### config.mk
export PLATFORM = sky130hd
export DESIGN_NAME = fila_param_flat
export DESIGN_NICKNAME = d
export VERILOG_FILES = /design/src/rtl/fila_param_pkg.sv /design/src/rtl/fila_param_if.sv /design/src/rtl/fila_param_detector_borda.sv /design/src/rtl/fila_param.sv /design/src/flat_wrapper.sv
export SDC_FILE = /design/constraint.sdc
export NUM_CORES = 1
export LEC_CHECK = 0
export ABC_AREA = 1
export CORE_MARGIN = 1.5
export CORE_UTILIZATION = 50
export DETAILED_ROUTE_END_ITERATION = 16
export HOLD_SLACK_MARGIN = 0.08
export MAX_ROUTING_LAYER = met4
export PLACE_DENSITY = 0.73
export SLEW_MARGIN = 20
export SYNTH_ARGS = -nofsm -noshare
export SYNTH_HDL_FRONTEND = slang
export SYNTH_HIERARCHICAL = 1
export SYNTH_SLANG_ARGS = --single-unit
### constraint.sdc
create_clock -name clk_10KHz -period 2.5 [get_ports clk_10KHz]
set_input_delay 0.375 -clock clk_10KHz [delete_from_list [all_inputs] [get_ports clk_10KHz]]
set_output_delay 0.375 -clock clk_10KHz [all_outputs]
set_load 0.005 [all_outputs]
### src/rtl/fila_param_pkg.sv
// fila_pkg: shared definitions for the parametrised FIFO queue.
//   FILA_DATA_W / FILA_DEPTH : default element width and queue depth
//   clog2_safe()             : ceil(log2(n)), never less than 1 (pointer width)
//   fila_op_t                : request events decoded in one clock cycle
package fila_pkg;

    localparam int FILA_DATA_W = 8;
    localparam int FILA_DEPTH  = 8;

    function automatic int clog2_safe(input int n);
        int r;
        r = 1;
        for (int i = 1; i < 32; i++) begin
            if ((1 << i) < n) r = i + 1;
        end
        return r;
    endfunction

    typedef enum logic [1:0] {
        OP_NONE = 2'b00,
        OP_ENQ  = 2'b01,
        OP_DEQ  = 2'b10,
        OP_BOTH = 2'b11
    } fila_op_t;

endpackage

### src/rtl/fila_param_if.sv
// fila_param_if: request/data bundle between the input logic and the queue.
//   data_in, enqueue_in, dequeue_in         : requests into the queue
//   data_out, len_out, full_out, empty_out,
//   ovf_out, udf_out                        : queue state seen by the consumer
// slave  = queue side, master = requester/consumer side.
interface fila_param_if #(
    parameter int DATA_W = 8,
    parameter int LEN_W  = 8
);
    logic [DATA_W-1:0] data_in;
    logic              enqueue_in;
    logic              dequeue_in;
    logic [DATA_W-1:0] data_out;
    logic [LEN_W-1:0]  len_out;
    logic              full_out;
    logic              empty_out;
    logic              ovf_out;
    logic              udf_out;

    modport slave (
        input  data_in, enqueue_in, dequeue_in,
        output data_out, len_out, full_out, empty_out, ovf_out, udf_out
    );

    modport master (
        output data_in, enqueue_in, dequeue_in,
        input  data_out, len_out, full_out, empty_out, ovf_out, udf_out
    );
endinterface

### src/rtl/fila_param_detector_borda.sv
// detector_borda: one-bit rising-edge detector.
//   clk       : clock
//   reset     : asynchronous active-high reset, clears the history bit
//   level_in  : request level
//   pulse_out : high for the cycle in which level_in is high and was low
//               at the previous edge (history reset to 0, so a level already
//               high at the first edge after reset counts as an edge)
module detector_borda (
    input  logic clk,
    input  logic reset,
    input  logic level_in,
    output logic pulse_out
);
    logic prev_q;

    always_ff @(posedge clk or posedge reset) begin
        if (reset) prev_q <= 1'b0;
        else       prev_q <= level_in;
    end

    assign pulse_out = level_in & ~prev_q;
endmodule

### src/rtl/fila_param.sv
// fila_param: parametrised FIFO queue with edge-triggered enqueue/dequeue.
//   clk_10KHz : clock, all state updates on the rising edge
//   reset     : asynchronous active-high reset
//   bus       : fila_param_if slave (data_in, enqueue_in, dequeue_in in;
//               data_out, len_out, full_out, empty_out, ovf_out, udf_out out)
// Parameters: DATA_W element width, DEPTH entries (power of two >= 2),
// LEN_W occupancy width (2**LEN_W > DEPTH), PEEK selects data_out mode:
//   0 = last dequeued element, held; 1 = current head (0 when empty).
module fila_param
    import fila_pkg::*;
#(
    parameter int DATA_W = FILA_DATA_W,
    parameter int DEPTH  = FILA_DEPTH,
    parameter int LEN_W  = 8,
    parameter int PEEK   = 0
) (
    input  logic          clk_10KHz,
    input  logic          reset,
    fila_param_if.slave   bus
);
    localparam int PTR_W = clog2_safe(DEPTH);

    logic              enq_ev, deq_ev;
    fila_op_t          op;
    logic              full, empty;
    logic              wr_en, rd_en;
    logic [PTR_W-1:0]  wr_ptr_q, wr_ptr_d, rd_ptr_q, rd_ptr_d;
    logic [LEN_W-1:0]  len_q, len_d;
    logic [DATA_W-1:0] last_q, last_d;
    logic              ovf_q, ovf_d, udf_q, udf_d;
    logic [DATA_W-1:0] mem [DEPTH];

    detector_borda u_det_enq (
        .clk(clk_10KHz), .reset(reset), .level_in(bus.enqueue_in), .pulse_out(enq_ev)
    );
    detector_borda u_det_deq (
        .clk(clk_10KHz), .reset(reset), .level_in(bus.dequeue_in), .pulse_out(deq_ev)
    );

    assign op    = fila_op_t'({deq_ev, enq_ev});
    assign full  = (len_q == LEN_W'(DEPTH));
    assign empty = (len_q == '0);

    always_comb begin
        wr_en    = 1'b0;
        rd_en    = 1'b0;
        ovf_d    = ovf_q;
        udf_d    = udf_q;
        unique case (op)
            OP_ENQ: begin
                if (!full) wr_en = 1'b1;
                else       ovf_d = 1'b1;
            end
            OP_DEQ: begin
                if (!empty) rd_en = 1'b1;
                else        udf_d = 1'b1;
            end
            OP_BOTH: begin
                // A full queue frees its head in the same edge, so the write
                // always has room; an empty queue can only take the write.
                wr_en = 1'b1;
                if (!empty) rd_en = 1'b1;
                else        udf_d = 1'b1;
            end
            default: ;
        endcase
        wr_ptr_d = wr_en ? wr_ptr_q + PTR_W'(1) : wr_ptr_q;
        rd_ptr_d = rd_en ? rd_ptr_q + PTR_W'(1) : rd_ptr_q;
        len_d    = len_q + LEN_W'(wr_en) - LEN_W'(rd_en);
        // Reads old contents: no fall-through even when wr_ptr == rd_ptr.
        last_d   = rd_en ? mem[rd_ptr_q] : last_q;
    end

    always_ff @(posedge clk_10KHz or posedge reset) begin
        if (reset) begin
            wr_ptr_q <= '0;
            rd_ptr_q <= '0;
            len_q    <= '0;
            last_q   <= '0;
            ovf_q    <= 1'b0;
            udf_q    <= 1'b0;
        end else begin
            wr_ptr_q <= wr_ptr_d;
            rd_ptr_q <= rd_ptr_d;
            len_q    <= len_d;
            last_q   <= last_d;
            ovf_q    <= ovf_d;
            udf_q    <= udf_d;
        end
    end

    // Storage needs no reset: it is never observable while empty.
    always_ff @(posedge clk_10KHz) begin
        if (wr_en) mem[wr_ptr_q] <= bus.data_in;
    end

    assign bus.data_out  = (PEEK != 0) ? (empty ? '0 : mem[rd_ptr_q]) : last_q;
    assign bus.len_out   = len_q;
    assign bus.full_out  = full;
    assign bus.empty_out = empty;
    assign bus.ovf_out   = ovf_q;
    assign bus.udf_out   = udf_q;
endmodule
### src/flat_wrapper.sv
// flat-port wrapper written by rule: the top's interface ports become plain ports
module fila_param_flat import fila_pkg::*;
#(
    parameter int DATA_W = FILA_DATA_W,
    parameter int DEPTH  = FILA_DEPTH,
    parameter int LEN_W  = 8,
    parameter int PEEK   = 0
)
  (clk_10KHz, reset, bus_data_in, bus_enqueue_in, bus_dequeue_in, bus_data_out, bus_len_out, bus_full_out, bus_empty_out, bus_ovf_out, bus_udf_out);
  fila_param_if #(.DATA_W(DATA_W), .LEN_W(LEN_W)) bus_i ();
  input  logic clk_10KHz;
  input  logic reset;
  input wire logic [$bits(bus_i.data_in)-1:0] bus_data_in;
  input wire logic [$bits(bus_i.enqueue_in)-1:0] bus_enqueue_in;
  input wire logic [$bits(bus_i.dequeue_in)-1:0] bus_dequeue_in;
  output wire logic [$bits(bus_i.data_out)-1:0] bus_data_out;
  output wire logic [$bits(bus_i.len_out)-1:0] bus_len_out;
  output wire logic [$bits(bus_i.full_out)-1:0] bus_full_out;
  output wire logic [$bits(bus_i.empty_out)-1:0] bus_empty_out;
  output wire logic [$bits(bus_i.ovf_out)-1:0] bus_ovf_out;
  output wire logic [$bits(bus_i.udf_out)-1:0] bus_udf_out;
  assign bus_i.data_in = bus_data_in;
  assign bus_i.enqueue_in = bus_enqueue_in;
  assign bus_i.dequeue_in = bus_dequeue_in;
  assign bus_data_out = bus_i.data_out;
  assign bus_len_out = bus_i.len_out;
  assign bus_full_out = bus_i.full_out;
  assign bus_empty_out = bus_i.empty_out;
  assign bus_ovf_out = bus_i.ovf_out;
  assign bus_udf_out = bus_i.udf_out;
  fila_param #(.DATA_W(DATA_W), .DEPTH(DEPTH), .LEN_W(LEN_W), .PEEK(PEEK)) u_core (.clk_10KHz(clk_10KHz), .reset(reset), .bus(bus_i));
endmodule
; ---- Word-level counts from Yosys, hierarchy flattened
; Memories as Yosys holds them, arrays and structs flattened. A register that Yosys moved wholly into a read port is not among the register bits.
; Index checks and enable logic that the tools add are counted.
[word_totals]
ff_bits = 76
latch_bits = 0
ram_bits = 64
rom_bits = 0
output_inout_bits = 20
word_cells = 30
n_memories = 1
[op_classes]
n_addsub = 4
n_mul = 0
n_div = 0
order_cmp = 0
eq_ne = 4
shifts = 0
mux = 6
bitwise = 4
reduce_logical = 4
[mem_list]
columns = name, words, word_bits, read_ports, rd_ports_with_merged_regs, write_ports, line_no
row1 = u_core.mem, 8, 8, 1, 1, 1, fila_param.sv:31  ; logic [DATA_W-1:0] mem [DEPTH];
[op_table]
columns = cell, count
row1 = "32-bit by 1-bit adder with 32-bit output, second input constant", 2
row2 = 8-bit by 1-bit adder with 8-bit output, 1
row3 = "8-bit by 4-bit == test with 1-bit output, second input constant", 1
row4 = 8-bit zero test, 1
row5 = 8-bit by 1-bit subtractor with 8-bit output, 1
row6 = 1-bit two-way mux, 5
row7 = "2-bit == test, second input constant", 2
row8 = 2-bit AND reduction, 2
row9 = 1-bit AND, 2
row10 = "2-bit by 1-bit == test with 1-bit output, second input constant", 1
row11 = 1-bit NOT, 2
row12 = 1-bit case mux with 2 select lines, 1
row13 = 2-bit OR reduction, 1

; ---- Longest topological paths before layout
; Gate-level depths: netlist of the first run.
[logic_depth]
word_depth = 6
mapped_depth = 15
mapped_depth_nobuf = 15

; ---- Cells and area by module
; The synthesis of the first run kept the hierarchy.
[by_module_without_submodules]
columns = module, n_inst, cells_per_inst, area_per_inst_um2, seq_area_each_um2
row1 = fila_param, 1, 406, 4201.5, 2522.4
row2 = detector_borda, 2, 4, 38.8, 25.0

; ---- Least setup slack after synthesis of the first run
; Ideal clock, no wire load.
[synth_timing]
path_type = register -> register
startpoint = register u_core.len_q[4], in the netlist u_core/bus.len_out[4]
endpoint = register u_core.len_q[4], in the netlist u_core/bus.len_out[4]
setup_ns = 0.124
arrival_ns = 2.255
path_slack_ns = 0.122
path_stages_with_launch = 14
synth_period_minus_slack_ns = 2.378
cell_sequence = dfrtp_1 inv_1 ha_1 nand2_2 nor2_4 nor2_4 buf_12 ha_1 inv_1 ha_1 fa_1 nand3_1 nand2_1 xor2_1
[synth_via]
word_cells_on_any_way = 8
cone_classes = add/sub (2) / eq/ne (1) / mux (4) / reduce/logical (1)
[synth_rtl]
columns = item, line_no
row1 = "start, declared", fila_param.sv:28  ; logic [LEN_W-1:0] len_q, len_d;
row2 = "start signal, assigned", fila_param.sv:85  ; len_q <= len_d;
row3 = 8-bit zero test, fila_param.sv:42  ; assign empty = (len_q == '0);
row4 = via bus_empty_out, flat_wrapper.sv:19  ; output wire logic [$bits(bus_i.empty_out)-1:0] bus_empty_out;
row5 = 1-bit two-way mux, "fila_param.sv:55, fila_param.sv:62"
row6 = 1-bit two-way mux, -
row7 = via u_core.rd_en, fila_param.sv:26  ; logic wr_en, rd_en;
row8 = 8-bit by 1-bit subtractor with 8-bit output, fila_param.sv:69  ; len_d = len_q + LEN_W'(wr_en) - LEN_W'(rd_en);
row9 = via u_core.len_d[4], fila_param.sv:28
; The timed path passes the listed nets, and every way through them passes these cells.
; A chain may end at the register's enable or synchronous reset.

; ---- Final worst setup path of the first run
[layout_timing]
startpoint = register u_core.len_q[2], in the netlist u_core/bus.len_out[2]
endpoint = register u_core.len_q[6], in the netlist u_core/bus.len_out[6]
[layout_via]
elab_chain_cells = 5
word_cells_on_any_way = 8
cone_classes = add/sub (2) / eq/ne (1) / mux (4) / reduce/logical (1)
[layout_rtl]
columns = item, line_no
row1 = 8-bit by 4-bit == test with 1-bit output, fila_param.sv:41  ; assign full = (len_q == LEN_W'(DEPTH));
row2 = 1-bit two-way mux, fila_param.sv:51  ; if (!full) wr_en = 1'b1;
row3 = 1-bit case mux with 2 select lines, fila_param.sv:49  ; unique case (op)
row4 = 8-bit by 1-bit adder with 8-bit output, fila_param.sv:69
row5 = 8-bit by 1-bit subtractor with 8-bit output (*), fila_param.sv:69
row6 = via u_core.len_d[6], fila_param.sv:28
; Mark *: on every way through the listed nets, which the timed path passes. The rest lies on a longest branch.

==> results.cfg, run 1 <==
[route]
first_pass_iters = 4
antenna_left = 0
drt_iter0_markers = 130
wire_per_inst_um = 14.0
drcViolationCount = 0
routed_via_density = 4.96
totalWireLength_mm = 8.01
vias = 2835

[floorplan]
dieArea_sq_um = 9120
initial_utilization = 0.518
pin_count = 32
dieHeight_um = 95.5
coreArea_sq_um = 8260
die_w_um = 95.5
rows = 33

[timing]
finClkSkew_ps = 10.3
hold_viol_final = 0
holdWs_ps = 206
rsz0062_at_grt = false
fmax_mhz = 434
worst_pin_slew_ps = 410
finalCriticalPeriod_ps = 2310
maxSlewHeadroom = 0.727
setup_viol_count_final = 0
period_share = 0.923
slew_viol_final = 0

[finish]
area_delta_synth_final_pct = 14.4
postLayoutCoreUtil = 0.593
drive_above_1_share = 0.146
stdcell_area_sq_um = 4890
num-nets-final = 488
antennaDiodeCount = 0
layout.cells.non_filler = 571

[critical_path]
critical_path_arrival_ps = 2550
required_ps = 2750
critical_path.max_fanout = 3
reg2reg_slack_ps = 190
startpoint_type = register
timing.rr.start = u_core/bus.len_out[2]
crit_path_end_kind = register
crit_start = u_core/bus.len_out[2]
critical_path_class = reg2reg

[placement]
dpl.cell_count = 555
place_hpwl_mm = 5.39
gp_congestion = 0.862
io_buffers = 31
place_area_sq_um = 4730

[synthesis]
synth.largest_area_cell = edfxtp_1
synth.distinct_cells = 34
synth_fp_nets = 441
netlist_top_cells_count = nand2_1 (113), inv_1 (73), edfxtp_1 (64)
ys_ff_latch = 90
synth_edf_count = 64
yosysMostFrequentCell = nand2_1
ys.flop_type = edfxtp_1
syn_area_sq_um = 4280
synth_top_cell_area_share = 0.449
ys_seq_area_frac = 0.601
synth_cells = 414
synth_async_sr_flop_share = 0.289
synth_area_leaders = edfxtp_1 (45%), dfrtp_1 (15%), nand2_1 (9.9%), inv_1 (6.4%), nand3_1 (5.5%)
avgSynthCellArea_sq_um = 10.3
ys_warn_count = 6

[clock_network]
post_cts_buffers = 0
h-tree-depth = 3
hold_buffers = 0
cts.sinks = 90
post_cts_resized = 0
cts-root-buf = clkbuf_8
cts_buffer_depth = 2
clk_latency_ps = 350
cts_tree = yes
cts.reportedPaths.clkPinSlew_ps = 80
cts-buffers-inserted = 9

[global_route]
grt_busiest_layer = met2
grt_max_degree = 34
grt_overflow = 0
grt_util_all_layers = 0.203
grt_pass1_wl_mm = 13.1
grt_util_met3 = 0.0335
grt.met1_usage = 0.249
antenna_found_initial = 0
grt_pass1_vias = 2738
use_met2 = 0.329

[min_path]
hp-class = in2async

[job]
max-cap-violations = 0

[power]
max-vdd-ir-drop_mv = 0.442
p_per_area_nw_per_um2 = 1030
cellLeakagePower_nw = 2.23

[status]
status = finished clean
## stage by stage
stage,setup WS [ps],setup TNS (ps),total power [mW]
2_1_floorplan,122,0,3.63
3_3_place_gp,-32.9,-55.3,4.16
3_5_place_dp,-108,-213,4.25
4_1_cts,107,0,5.09
5_1_grt,27.2,0,5.47
6_report,193,0,5.06
## logic make-up (layout without fill, tap and decap cells)
kind of cell / after synthesis / count (layout) / synth area share
xor+xnor: 5 / 5 / 0.0102
buf+inv: 89 / 141 / 0.0968
fa+ha+maj: 15 / 15 / 0.0456
flops: 90 / 90 / 0.601
compound gates: 9 / 9 / 0.0164
simple gates: 206 / 206 / 0.230
## area by class of cell
type	count	area, sq um
clock buffers	11	131
clock inverters	5	30.0
fillers	705	3360
inverters	77	292
multi-input cells	235	1300
flip-flops and latches	90	2570
well taps	105	131
repair buffers	48	438
## registers in the layout, summed over array words and instances (netlist names)
signal / count
u_core/rd_ptr_q: 3
u_core/u_det_enq/prev_q: 1
u_core/bus.ovf_out: 1
u_core/wr_ptr_q: 3
u_core/bus.data_out: 8
u_core/mem: 64
u_core/u_det_deq/prev_q: 1
u_core/bus.udf_out: 1
u_core/bus.len_out: 8
## where the power goes
part           internal, mW  switching (mW)
Clock                 0.359           0.473
Sequential             1.86           0.195
Combinational         0.910            1.26
Total                  3.13            1.93
## worst paths after layout
check,end,cells past startpoint
setup reg to reg,u_core/bus.len_out[6],13
setup / recovery,u_core/bus.len_out[6],13
min in group clk_10KHz,u_core/u_det_deq/prev_q,1
max in group asynchronous,u_core/bus.data_out[0],3
hold / removal,u_core/u_det_deq/prev_q,2
hold reg to reg,u_core/bus.data_out[0],2
## layer usage
metal | share of wire | wire length (um)
met2 | 0.50 | 3980
met4 | 0.018 | 148
met5 | 0 | 0
met3 | 0.060 | 482
met1 | 0.42 | 3400
## placed cells by master (no fill, tap or decap), drive strengths merged
cell,n
clkdlybuf4s50,31
xnor2,1
clkinvlp,1
a31o,1
clkinv,4
xor2,4
buf,17
clkbuf,11
nand4,2
nand3b,1
nor2,15
o21ai,4
edfxtp,64
dfrtp,26
ha,14
a21o,2
or2,1
nand3,57
inv,77
nor3,4
nand2,126
fa,1
a21oi,2
## worst max-delay path: stages, from the launching register on
cell	delay, ps
dfrtp_1	410
inv_1	120
ha_1	180
nand2_2	90
nor2_4	140
nor2_4	40
ha_1	260
inv_1	40
ha_1	200
fa_2	380
nand4_1	130
nand3_1	80
nand2_1	70
nand2_1	40
Note: power is estimated with default switching activity, not from simulation.
==> run 2, diff against run 1 <==
SKIP_CTS_REPAIR_TIMING = 1   (was default)
==> results of run 2 <==
No change in the layout: final DEF, timing and power equal those of run 1.
